--- src/rtl/mem_access.sv ---
// mem_access: EX/MEM pipeline register, data-memory req/ack handshake and load formatting.
// Optional feature macro MEM_SUBWORD_EN: when defined, byte/halfword loads and stores are
// supported; otherwise every access is a full word and funct3 is ignored.
module mem_access (
  input  logic        clk,
  input  logic        rst,
  input  logic        reg_write_e,
  input  logic [1:0]  result_src_e,
  input  logic        mem_write_e,
  input  logic        mem_read_e,
  input  logic [2:0]  funct3_e,
  input  logic [31:0] alu_result_e,
  input  logic [31:0] write_data_e,
  input  logic [4:0]  rd_e,
  input  logic [31:0] pc_plus4_e,
  input  logic        flush_m,
  output logic        mem_req,
  output logic        mem_we,
  output logic [31:0] mem_addr,
  output logic [31:0] mem_wdata,
  output logic [3:0]  mem_be,
  input  logic        mem_ack,
  input  logic [31:0] mem_rdata,
  output logic        stall_m,
  output logic        misalign_m,
  output logic        reg_write_m,
  output logic [1:0]  result_src_m,
  output logic [4:0]  rd_m,
  output logic [31:0] alu_result_m,
  output logic [31:0] pc_plus4_m,
  output logic [31:0] read_data_m
);
  localparam logic [1:0] IDLE = 2'd0;
  localparam logic [1:0] REQ  = 2'd1;
  localparam logic [1:0] DONE = 2'd2;

  logic [1:0]  r_state;
  logic        r_reg_write;
  logic [1:0]  r_result_src;
  logic        r_mem_write;
  logic        r_mem_read;
  logic [2:0]  r_funct3;
  logic [31:0] r_alu_result;
  logic [31:0] r_write_data;
  logic [4:0]  r_rd;
  logic [31:0] r_pc_plus4;
  logic [31:0] r_read_data;

  logic        w_mis_e;
  logic        w_mis_m;
  logic        w_go_e;
  logic [3:0]  w_store_be;
  logic [31:0] w_store_data;
  logic [31:0] w_load_data;

`ifdef MEM_SUBWORD_EN
  logic [15:0] w_lane;
  assign w_mis_e = (funct3_e[1:0] == 2'b00) ? 1'b0 :
                   (funct3_e[1:0] == 2'b01) ? alu_result_e[0] : |alu_result_e[1:0];
  assign w_mis_m = (r_funct3[1:0] == 2'b00) ? 1'b0 :
                   (r_funct3[1:0] == 2'b01) ? r_alu_result[0] : |r_alu_result[1:0];
  assign w_lane = 16'(mem_rdata >> {r_alu_result[1:0], 3'b000});
  // Lane enables/replicated data for stores, lane extraction plus sign/zero extension for loads
  always_comb begin
    w_store_be   = (r_funct3[1:0] == 2'b00) ? 4'b0001 << r_alu_result[1:0] :
                   (r_funct3[1:0] == 2'b01) ? 4'b0011 << r_alu_result[1:0] : 4'hF;
    w_store_data = (r_funct3[1:0] == 2'b00) ? {4{r_write_data[7:0]}} :
                   (r_funct3[1:0] == 2'b01) ? {2{r_write_data[15:0]}} : r_write_data;
    w_load_data  = (r_funct3[1:0] == 2'b00) ? {{24{~r_funct3[2] & w_lane[7]}}, w_lane[7:0]} :
                   (r_funct3[1:0] == 2'b01) ? {{16{~r_funct3[2] & w_lane[15]}}, w_lane[15:0]} :
                   mem_rdata;
  end
`else
  logic w_unused_f3;
  assign w_unused_f3 = ^r_funct3;
  assign w_mis_e     = |alu_result_e[1:0];
  assign w_mis_m     = |r_alu_result[1:0];
  // Word-only build: data passes straight through with all byte lanes enabled
  always_comb begin
    w_store_be   = 4'hF;
    w_store_data = r_write_data;
    w_load_data  = mem_rdata;
  end
`endif

  assign w_go_e       = (mem_read_e | mem_write_e) & ~w_mis_e & ~flush_m;
  assign mem_req      = (r_state == REQ);
  assign stall_m      = mem_req;
  assign mem_we       = mem_req & r_mem_write;
  assign mem_addr     = {r_alu_result[31:2], 2'b00};
  assign mem_be       = r_mem_read ? 4'hF : r_mem_write ? w_store_be : 4'h0;
  assign mem_wdata    = r_mem_write ? w_store_data : 32'h0;
  assign misalign_m   = (r_mem_read | r_mem_write) & w_mis_m;
  assign reg_write_m  = r_reg_write & ~misalign_m;
  assign result_src_m = r_result_src;
  assign rd_m         = r_rd;
  assign alu_result_m = r_alu_result;
  assign pc_plus4_m   = r_pc_plus4;
  assign read_data_m  = r_read_data;

  // EX/MEM register: loads on every unstalled edge, a flush loads an all-zero bubble
  always_ff @(posedge clk or negedge rst) begin
    if (!rst) begin
      r_reg_write  <= 1'b0;
      r_result_src <= 2'b0;
      r_mem_write  <= 1'b0;
      r_mem_read   <= 1'b0;
      r_funct3     <= 3'b0;
      r_alu_result <= 32'h0;
      r_write_data <= 32'h0;
      r_rd         <= 5'h0;
      r_pc_plus4   <= 32'h0;
    end else if (!stall_m) begin
      r_reg_write  <= flush_m ? 1'b0  : reg_write_e;
      r_result_src <= flush_m ? 2'b0  : result_src_e;
      r_mem_write  <= flush_m ? 1'b0  : mem_write_e;
      r_mem_read   <= flush_m ? 1'b0  : mem_read_e;
      r_funct3     <= flush_m ? 3'b0  : funct3_e;
      r_alu_result <= flush_m ? 32'h0 : alu_result_e;
      r_write_data <= flush_m ? 32'h0 : write_data_e;
      r_rd         <= flush_m ? 5'h0  : rd_e;
      r_pc_plus4   <= flush_m ? 32'h0 : pc_plus4_e;
    end
  end

  // Handshake FSM: an aligned memory op enters REQ and stays there until acknowledged
  always_ff @(posedge clk or negedge rst) begin
    if (!rst) r_state <= IDLE;
    else if (!stall_m) r_state <= w_go_e ? REQ : IDLE;
    else if (mem_ack) r_state <= DONE;
  end

  // Load result: cleared when a new instruction enters, captured on the acknowledge
  always_ff @(posedge clk or negedge rst) begin
    if (!rst) r_read_data <= 32'h0;
    else if (!stall_m) r_read_data <= 32'h0;
    else if (mem_ack) r_read_data <= w_load_data;
  end
endmodule
--- config.mk ---
export PLATFORM = sky130hd
export DESIGN_NAME = mem_access
export DESIGN_NICKNAME = d
export VERILOG_FILES = /design/src/rtl/mem_access.sv
export SDC_FILE = /design/constraint.sdc
export NUM_CORES = 1
export LEC_CHECK = 0
export ABC_AREA = 1
export CORE_MARGIN = 2
export CORE_UTILIZATION = 25
export CTS_BUF_LIST = sky130_fd_sc_hd__clkbuf_8
export DETAILED_ROUTE_END_ITERATION = 10
export MAX_ROUTING_LAYER = met4
export PLACE_DENSITY = 0.57
export SYNTH_ARGS = -nofsm -noshare
export SYNTH_HDL_FRONTEND = slang
export SYNTH_SLANG_ARGS = --single-unit
export TNS_END_PERCENT = 10
--- constraint.sdc ---
create_clock -name clk -period 2.7 [get_ports clk]
set_clock_uncertainty 0.05 [all_clocks]
set_input_delay 0.27 -clock clk [delete_from_list [all_inputs] [get_ports clk]]
set_output_delay 0.27 -clock clk [all_outputs]
set_load 0.01 [all_outputs]
==> results.json <==
{
  "status": "finished clean",
  "hold_ws_ps": 309,
  "finalCritPeriodShare_pct": 84.4,
  "syn_area_mm2": 0.00587,
  "tritoncts": "done",
  "fmax_mhz": 439,
  "finalMaxSlewViolations": 0,
  "drc_errors": 0,
  "num-fill-cells": 2416,
  "grt_pass1_vias": 4989,
  "grt_pass1_wl_mm": 27.3,
  "numPortBuffers": 315,
  "gp_congestion": 0.747,
  "finalSetupViolCount": 0,
  "hpwl_mm": 12.5,
  "path_class": "reg -> out",
  "routedWlPerCell_um": 13.5,
  "yosys.cell_types.count": 14,
  "pin_count": 321,
  "tns_ps": 0,
  "p_leak_nw": 4.80,
  "hold_class": "in -> reg",
  "cts_sinks": 140,
  "grt_usage_pct": 14.8,
  "arrival_ps": 1960,
  "ys_ff_latch": 140,
  "end_kind": "primary output",
  "grt_max_degree": 64,
  "crit_fanout": 28,
  "viasPerCell": 3.96,
  "grt_antenna_before_repair": 0,
  "fp.dieH_um": 157,
  "relSlewSlack_pct": 45.8,
  "die_w_um": 157,
  "postCtsSetupRepairBufs": 0,
  "final_nets": 1132,
  "routed_wl_mm": 17.9,
  "rows": 56,
  "first_pass_iters": 4,
  "core-area_mm2": 0.0233,
  "worst_pin_slew_ps": 811,
  "path_clk_slew_ps": 90,
  "ctsResizeCount": 0,
  "hold_viol": 0,
  "vias": 5219,
  "synth_cells": 709,
  "total_power_mw": 4.93,
  "die_area_mm2": 0.0247,
  "clockBufferDepth": 2,
  "ant_nets": 0,
  "hold_depth": 3,
  "area_delta_synth_final_pct": 60.9,
  "cts_buffers": 17,
  "insertion_delay_ps": 420,
  "cts_root_buf": "clkbuf_8",
  "worstSetupStartpointType": "register",
  "drive_above_1_share_pct": 4.70,
  "ys_seq_area_share_pct": 59.7,
  "ir_drop_mv": 0.258,
  "drt_iter0_drc": 210,
  "finalCriticalPeriod_ps": 2280,
  "grt_setup_unrepaired": "no",
  "powerDensity_mw_per_mm2": 523,
  "synth_area_per_cell_um2": 8.28,
  "grt-ovfl-total": 0,
  "max_cap_violations": 0,
  "htree_levels": 4,
  "synth_warnings": 0,
  "cp.required_ps": 2380,
  "initial_core_util_pct": 25.2,
  "r2r_cells": 5
}
per-layer routing:
metal,part of all wire (%),track usage [%],wire [um],vias to the layer above
met5,0,-,0,-
met4,0.85,4.03,152,0
met3,8.1,4.90,1450,9
met2,45,22.5,8110,209
met1,46,18.9,8150,2396
li1,-,-,-,2605
cells in the mapped netlist:
cell      count  area, um^2
a21oi_4       1        16.3
buf_2        16        80.1
buf_4        39         293
buf_6         4        45.0
clkbuf_1      9        33.8
conb_1        1        3.75
dfrtp_1     140        3500
inv_1        40         150
inv_2         2        7.51
nand2_1     446        1670
nand2_2       1        6.26
nor2_1        6        22.5
nor2_4        2        22.5
o21ai_0       2        10.0
repair_timing:
item                       in CTS  in global routing
hold endpoints to repair       58                  0
setup endpoints to repair       0                  0
hold buffers                    1                  0
kinds of logic after synthesis:
kind of cell,after synthesis,synth area share [%]
AO/OA/AOI/OAI,3,0.448
buffers and inverters,110,10.4
flip-flops,140,59.7
other,1,0.0639
AND/OR/NAND/NOR,455,29.4
stage by stage:
stage | cell area, um^2 | instances | util [%] | setup slack [ps]
after global placement | 9070 | 1286 | 39.0 | 882
after floorplan | 5870 | 710 | - | 1350
after CTS | 9440 | 1318 | 40.6 | 375
final | 9440 | 1319 | 40.6 | 422
after detailed placement | 9070 | 1286 | 39.0 | 844
after global routing | 9440 | 1318 | 40.6 | 267
cell usage in the layout (no fill, tap or decap), drive strengths merged:
cell	n
bufinv	1
o21ai	2
a21oi	1
nand2	447
conb	2
inv	45
clkinvlp	5
dlygate4sd3	1
clkdlybuf4s50	314
clkbuf	17
nor2	8
dfrtp	140
clkinv	5
buf	11
diode	1
state kept, by name, summed over array words and instances, names as in the netlist:
register	flops
r_write_data	32
r_reg_write	1
r_mem_read	1
rd_m	5
r_state	2
pc_plus4_m	32
result_src_m	2
read_data_m	32
r_mem_write	1
alu_result_m	32
layout make-up:
class                      count  area (um^2)  area share (%)
sequential                   140         3500            37.1
timing repair buffer         326         3260            34.6
multi-input combinational    460         1760            18.6
tap                          319          399            4.23
clock buffer                  17          234            2.48
inverter                      42          159            1.68
clock inverter                14          121            1.29
antenna                        1         2.50          0.0265
report_power, final:
part           internal, mW  total [mW]  switching, mW
combinational         0.554        1.00          0.447
clock                 0.724        1.59          0.870
sequential             2.24        2.34         0.0952
worst max-delay path, cell delays in order, from the launching register on:
cell and delay, ps:
dfrtp_1 470, buf_4 350, nand2_1 80, inv_1 60, clkdlybuf4s50_1 540
final timing paths:
check                      slack, ps             from          endpoint
min in group asynchronous        340              rst  alu_result_m[12]
max reg2reg                     1140       r_state[1]    read_data_m[5]
min                              310    mem_rdata[21]   read_data_m[21]
max in group asynchronous       1480              rst     pc_plus4_m[2]
max                              420      r_mem_write     mem_wdata[24]
min reg2reg                      430  read_data_m[27]   read_data_m[27]
(Power assumes the default switching activity.)
